`src/rtl/vx_cache_flush_ctrl.sv`:
```
// vx_cache_flush_ctrl: drains core traffic, then starts flushes on the selected cache units
// and returns one response once every selected unit has reported completion.
module vx_cache_flush_ctrl #(
  parameter int NUM_CACHES = 2,
  parameter int NUM_INPUTS = 2,
  parameter int PARALLEL   = 0,
  parameter int CNT_WIDTH  = 16
) (
  input  logic                  clk,
  input  logic                  reset,
  input  logic                  flush_req_valid,
  output logic                  flush_req_ready,
  input  logic [NUM_CACHES-1:0] flush_req_mask,
  output logic                  flush_rsp_valid,
  input  logic                  flush_rsp_ready,
  input  logic [NUM_INPUTS-1:0] core_req_pending,
  output logic                  core_gate,
  output logic [NUM_CACHES-1:0] cache_flush_valid,
  input  logic [NUM_CACHES-1:0] cache_flush_ready,
  input  logic [NUM_CACHES-1:0] cache_flush_done,
  output logic                  busy,
  output logic [CNT_WIDTH-1:0]  flush_count
);
  typedef enum logic [2:0] {IDLE, DRAIN, ISSUE, WAIT, RESP} state_t;
  state_t state_q, state_d;
  logic [NUM_CACHES-1:0] issue_pend_q, issue_pend_d, wait_pend_q, wait_pend_d, issue_sel, issue_hs;
  logic [CNT_WIDTH-1:0] flush_count_q, flush_count_d;
  logic core_gate_q, core_gate_d, init_q;
  // sequential mode offers only the lowest pending unit
  assign issue_sel = PARALLEL != 0 ? issue_pend_q : issue_pend_q & (~issue_pend_q + NUM_CACHES'(1));
  assign cache_flush_valid = state_q == ISSUE ? issue_sel : '0;
  assign issue_hs = cache_flush_valid & cache_flush_ready;
  assign flush_req_ready = init_q && state_q == IDLE;
  assign flush_rsp_valid = state_q == RESP;
  assign busy = state_q != IDLE;
  assign core_gate = core_gate_q;
  assign flush_count = flush_count_q;
  always_comb begin
    state_d = state_q;
    issue_pend_d = issue_pend_q;
    wait_pend_d = wait_pend_q;
    core_gate_d = core_gate_q;
    flush_count_d = flush_count_q;
    case (state_q)
      IDLE: if (flush_req_valid && flush_req_ready) begin
        issue_pend_d = flush_req_mask;
        wait_pend_d = '0;
        core_gate_d = 1'b1;
        state_d = DRAIN;
      end
      DRAIN: if (core_req_pending == '0) state_d = issue_pend_q == '0 ? RESP : ISSUE;
      ISSUE: begin
        // a done arriving with its own start handshake never enters wait_pend
        issue_pend_d = issue_pend_q & ~issue_hs;
        wait_pend_d = (wait_pend_q | issue_hs) & ~cache_flush_done;
        if (PARALLEL != 0 ? issue_pend_d == '0 : issue_hs != '0) state_d = WAIT;
      end
      WAIT: begin
        wait_pend_d = wait_pend_q & ~cache_flush_done;
        if (wait_pend_d == '0) state_d = issue_pend_q != '0 ? ISSUE : RESP;
      end
      RESP: if (flush_rsp_ready) begin
        flush_count_d = flush_count_q + CNT_WIDTH'(1);
        core_gate_d = 1'b0;
        state_d = IDLE;
      end
      default: state_d = IDLE;
    endcase
  end
  always_ff @(posedge clk or negedge reset) begin
    if (!reset) begin
      state_q <= IDLE;
      issue_pend_q <= '0;
      wait_pend_q <= '0;
      core_gate_q <= 1'b0;
      flush_count_q <= '0;
      init_q <= 1'b0;
    end else begin
      state_q <= state_d;
      issue_pend_q <= issue_pend_d;
      wait_pend_q <= wait_pend_d;
      core_gate_q <= core_gate_d;
      flush_count_q <= flush_count_d;
      init_q <= 1'b1;
    end
  end
endmodule

```
`config.mk`:
```
export PLATFORM = sky130hd
export DESIGN_NAME = vx_cache_flush_ctrl
export DESIGN_NICKNAME = d
export VERILOG_FILES = /design/src/rtl/vx_cache_flush_ctrl.sv
export SDC_FILE = /design/constraint.sdc
export NUM_CORES = 1
export LEC_CHECK = 0
export CAP_MARGIN = 5
export CORE_ASPECT_RATIO = 1.25
export CORE_MARGIN = 4
export CORE_UTILIZATION = 50
export CTS_CLUSTER_DIAMETER = 50
export DETAILED_ROUTE_END_ITERATION = 16
export MAX_ROUTING_LAYER = met4
export PLACE_DENSITY = 0.88
export SYNTH_ARGS = -nofsm -noshare
export SYNTH_HDL_FRONTEND = slang
export SYNTH_SLANG_ARGS = --single-unit
```
`constraint.sdc`:
```
create_clock -name clk -period 2.9 [get_ports clk]
set_input_delay 0.725 -clock clk [delete_from_list [all_inputs] [get_ports clk]]
set_output_delay 0.725 -clock clk [all_outputs]
set_load 0.03 [all_outputs]
```
# Word level (Yosys, flattened, before mapping)
# Index checks and enable logic that the tools add are counted.
[totals]
elab_cells = 59
regBits = 25
output_inout_bits = 22
[op_classes]
n_eq_ne = 9
n_reduce_logical = 17
bitwise = 9
mux = 16
n_addsub = 2
[op_table]
columns = ["cell", "n"]
rows = [
  ["$mux W3", 7],
  ["$add A16 B1 Y16 const B", 1],
  ["$pmux W3 S5", 1],
  ["$and A2 B2 Y2", 5],
  ["$reduce_bool A2 Y1", 4],
  ["$eq A3 B2 Y1 const B", 2],
  ["$logic_not A2 Y1", 3],
  ["$mux W2", 3],
  ["$ne A2 B1 Y1 const B", 3],
  ["$not A2 Y2", 3],
  ["$pmux W2 S3", 1],
  ["$reduce_and A2 Y1", 3],
  ["$reduce_bool A3 Y1", 2],
  ["$reduce_and A5 Y1", 1],
  ["$ne A2 B2 Y1 const B", 2],
  ["$pmux W2 S2", 1],
  ["$eq A3 B1 Y1 const B", 1],
  ["$eq A3 B3 Y1 const B", 1],
  ["$logic_not A3 Y1", 1],
  ["$reduce_and A3 Y1", 1],
  ["$add A2 B1 Y2 const B", 1],
  ["$logic_and A1 B1 Y1", 2],
  ["$mux W1", 2],
  ["$or A2 B2 Y2", 1],
  ["$pmux W1 S2", 1],
]

# Depth between registers and ports, before layout
[depth]
depth_word = 8
mapped_depth = 6

# Worst setup path before layout
# Ideal clock, no wire load.
[synth_path]
path_type = "reg-to-output"
start = "register state_q[1]"
end = "output flush_req_ready"
setup_slack_ns = 0.688
t_arrival_ns = 1.487
path_stages_with_launch = 4
cell_sequence = "dfrtp_1 -> buf_6 -> or3_1 -> nor2_1"
[synth_between]
elab_chain_len = 2
[synth_lines]
columns = ["element", "line_no", "rtl"]
rows = [
  ["from (decl)", "25", "state_t state_q, state_d;"],
  ["from (signal assigned)", "79", "state_q <= state_d;"],
  ["$logic_not A3 Y1", "33", "assign flush_req_ready = init_q && state_q == IDLE;"],
  ["$logic_and A1 B1 Y1", "33", ""],
  ["to (decl)", "12", "output logic flush_req_ready,"],
]
# Every way passes these cells.

# Worst setup path after layout
[layout_path]
start = "register state_q[2]"
end = "output flush_req_ready"
# Same word-level chain as after synthesis.

==> results.json <==
{
  "p_leak_nw": 0.665,
  "initial_utilization": 0.534,
  "route.met3.wl_um": 88,
  "io_buffers": 33,
  "cts_tree": "yes",
  "status": "finished, final reports clean",
  "rows": 19,
  "required_ns": 2.17,
  "final_nets": 157,
  "insertion_delay_ns": 0.33,
  "ys_ff_latch": 25,
  "finalCritPeriodShare": 0.980,
  "synth_flop_cell": "dfrtp_1",
  "hold_class": "reg2reg",
  "clk_path_buf_depth": 2,
  "critPathMaxFanout": 8,
  "cts_root_buf": "clkbuf_4",
  "slowest_stage": "clkdlybuf4s50_1",
  "fmax_mhz": 352,
  "yosys_warnings": 0,
  "htreeDepth": 1,
  "reg2reg_depth": 4,
  "antenna_cells": 0,
  "critical_path.max_stage_delay_ns": 0.69,
  "r2r_end": "flush_count[11]",
  "synth_area_mm2": 0.00119,
  "holdPathStages": 1,
  "initialDrtViolationCount": 29,
  "drc": 0,
  "rsz0062_at_grt": "no",
  "finalHoldViolations": 0,
  "place_area_mm2": 0.00154,
  "grt_pass1_wl_mm": 4.34,
  "worstPathArrival_ns": 2.12,
  "grt_usage": 0.182,
  "via_per_inst": 5.41,
  "path_clk_slew_ns": 0.15,
  "postSynthAreaPerCell_um2": 11.1,
  "critPathLaunch": "state_q[2]",
  "ir_drop_uv": 658,
  "cts_buffers": 3,
  "area_delta_synth_final_pct": 32.7,
  "wl_per_cell_um": 14.6,
  "grt_pass1_vias": 962,
  "drive_gt1_frac": 0.0699,
  "die_h_um": 62.6,
  "dieArea_mm2": 0.00324,
  "end_kind": "output port",
  "core_mm2": 0.00223,
  "ios": 34,
  "worstSetupPathType": "reg2out",
  "p_per_area_mw_per_mm2": 681,
  "r2r_start": "state_q[0]",
  "dr.max_layer_used": "met4",
  "syn_nets": 121,
  "min_from": "flush_count[15]",
  "cts.sink_count": 25,
  "synth_top_cell_area_share": 0.524,
  "finalSetupViolCount": 0,
  "crit_buf_inv": 1,
  "hpwl_mm": 2.00,
  "synth_cell_type_count": 36,
  "worst_clock_skew_ns": 0.00905,
  "syn_inst": 108,
  "m1WireLength_um": 975,
  "antenna_found_initial": 0,
  "grt_overflow_total": 0,
  "tightest_slew_ns": 0.563,
  "worstSetupStartpointType": "flip-flop",
  "wl_met2_mm": 1.44,
  "holdPathEnd": "flush_count[15]",
  "path_cells": "or3_1 -> nor2_1 -> clkdlybuf4s50_1",
  "async_reset_ff_frac": 1.00,
  "synth_area_leader_cell": "dfrtp_1",
  "synth_area_leaders": "dfrtp_1 (52%), xnor2_1 (9.5%), nand2_1 (3.1%)",
  "gp_congestion": 0.891,
  "cp_top_family": "buffers and inverters",
  "grt_max_degree": 26,
  "die_x_um": 51.7,
  "final_max_slew_viol_count": 0,
  "postLayoutCellArea_mm2": 0.00158,
  "dr.pass1.iters": 6,
  "slew-limit-headroom": 0.621,
  "num_vias": 942,
  "yosysSeqAreaShare": 0.524,
  "cap_violations": 0,
  "synth-edff-count": 0,
  "period_minus_slack_ns": 2.84,
  "tns_ns": 0,
  "postRouteAntennaNets": 0,
  "postCtsHoldBufs": 0,
  "wl_mm": 2.55,
  "r2r_setup_slack_ns": 1.22,
  "cts_setup_buffers": 0
}
## cell type report
class	instances	area, µm²
fillers	195	651
well taps	31	38.8
flip-flops and latches	25	626
clock buffers	3	22.5
multi-input cells	76	537
clock inverters	1	7.51
repair buffers	34	338
inverters	4	15.0
## placed cells by master, fill, tap and decap left out, drive strengths merged, types with 2 or more instances in the layout
cell type	count
dfrtp	25
xor2	2
nor2	8
and2	3
a21oi	3
and4	2
nand3	5
clkbuf	3
inv	4
nand4	4
nand2b	2
nand2	10
o21ai	2
xnor2	13
a22o	2
clkdlybuf4s50	33
a211oi	3
## repair_timing
| action | CTS | global route |
|---|---|---|
| setup endpoints to repair | 2 | 1 |
| hold endpoints to repair | 0 | 0 |
| resized for setup | 1 | 1 |
| pin swaps | 0 | 0 |
## power by group
group	internal, mW	switching (mW)	total, mW
registers	0.413	0.0884	0.501
logic	0.195	0.221	0.416
clock network	0.0528	0.109	0.162
total	0.661	0.419	1.08
## logic make-up after synthesis
group,count (synthesis),share of synthesized area
buffers and inverters,7,0.0356
muxes,2,0.0178
AOI/OAI and AO/OA,13,0.0776
adders and majority gates,1,0.0105
and+or+nand+nor,44,0.221
other,1,0.00314
xor gates and xnor gates,15,0.110
DFF,25,0.524
## metal layers
layer | vias up | global-route usage
met3 | 4 | 0.0286
li1 | 447 | -
met2 | 26 | 0.315
met5 | - | -
met1 | 465 | 0.197
met4 | 0 | 0.0885
## worst register-to-register path, stage by stage (launching register included)
cell,delay (ns)
dfrtp_1,0.49
and4bb_4,0.42
and4_1,0.39
nand3_1,0.14
xnor2_1,0.18
## metrics by stage
stage          total power, mW  worst slack, ns  hold WS, ns  utilization  instances
4_1_cts                   1.08           0.0881        0.489        0.706        174
5_1_grt                   1.14          0.00924        0.500        0.709        174
6_report                  1.08           0.0572        0.484        0.709        174
3_5_place_dp             0.910            0.344        0.470        0.690        170
2_1_floorplan            0.752            0.688        0.429            -        108
3_3_place_gp             0.887            0.362        0.459        0.690        170
## synthesized netlist by cell type (all sizes together), types with 2 or more instances
| library cell | instances |
|---|---|
| a211oi | 3 |
| and2 | 3 |
| a22o | 2 |
| buf | 3 |
| nand2b | 2 |
| inv | 4 |
| a21oi | 3 |
| o21ai | 2 |
| dfrtp | 25 |
| nor2 | 8 |
| xnor2 | 13 |
| xor2 | 2 |
| nand2 | 10 |
| nand3 | 5 |
| and4 | 2 |
| nand4 | 4 |
## state kept, by name, indices dropped and copies added (netlist names)
| register | count |
|---|---|
| state_q | 3 |
| wait_pend_q | 2 |
| issue_pend_q | 2 |
| core_gate | 1 |
| flush_count | 16 |
| init_q | 1 |
## worst max-delay path by stage
stage               cells past startpoint  slack (ns)                   end
floorplan                               3        0.69       flush_req_ready
global placement                        3        0.36  cache_flush_valid[1]
detailed placement                      3        0.34  cache_flush_valid[1]
CTS                                     3        0.09       flush_req_ready
global route                            3       0.009       flush_req_ready
finish                                  3        0.06       flush_req_ready
Power figures use the tool's default switching activity.
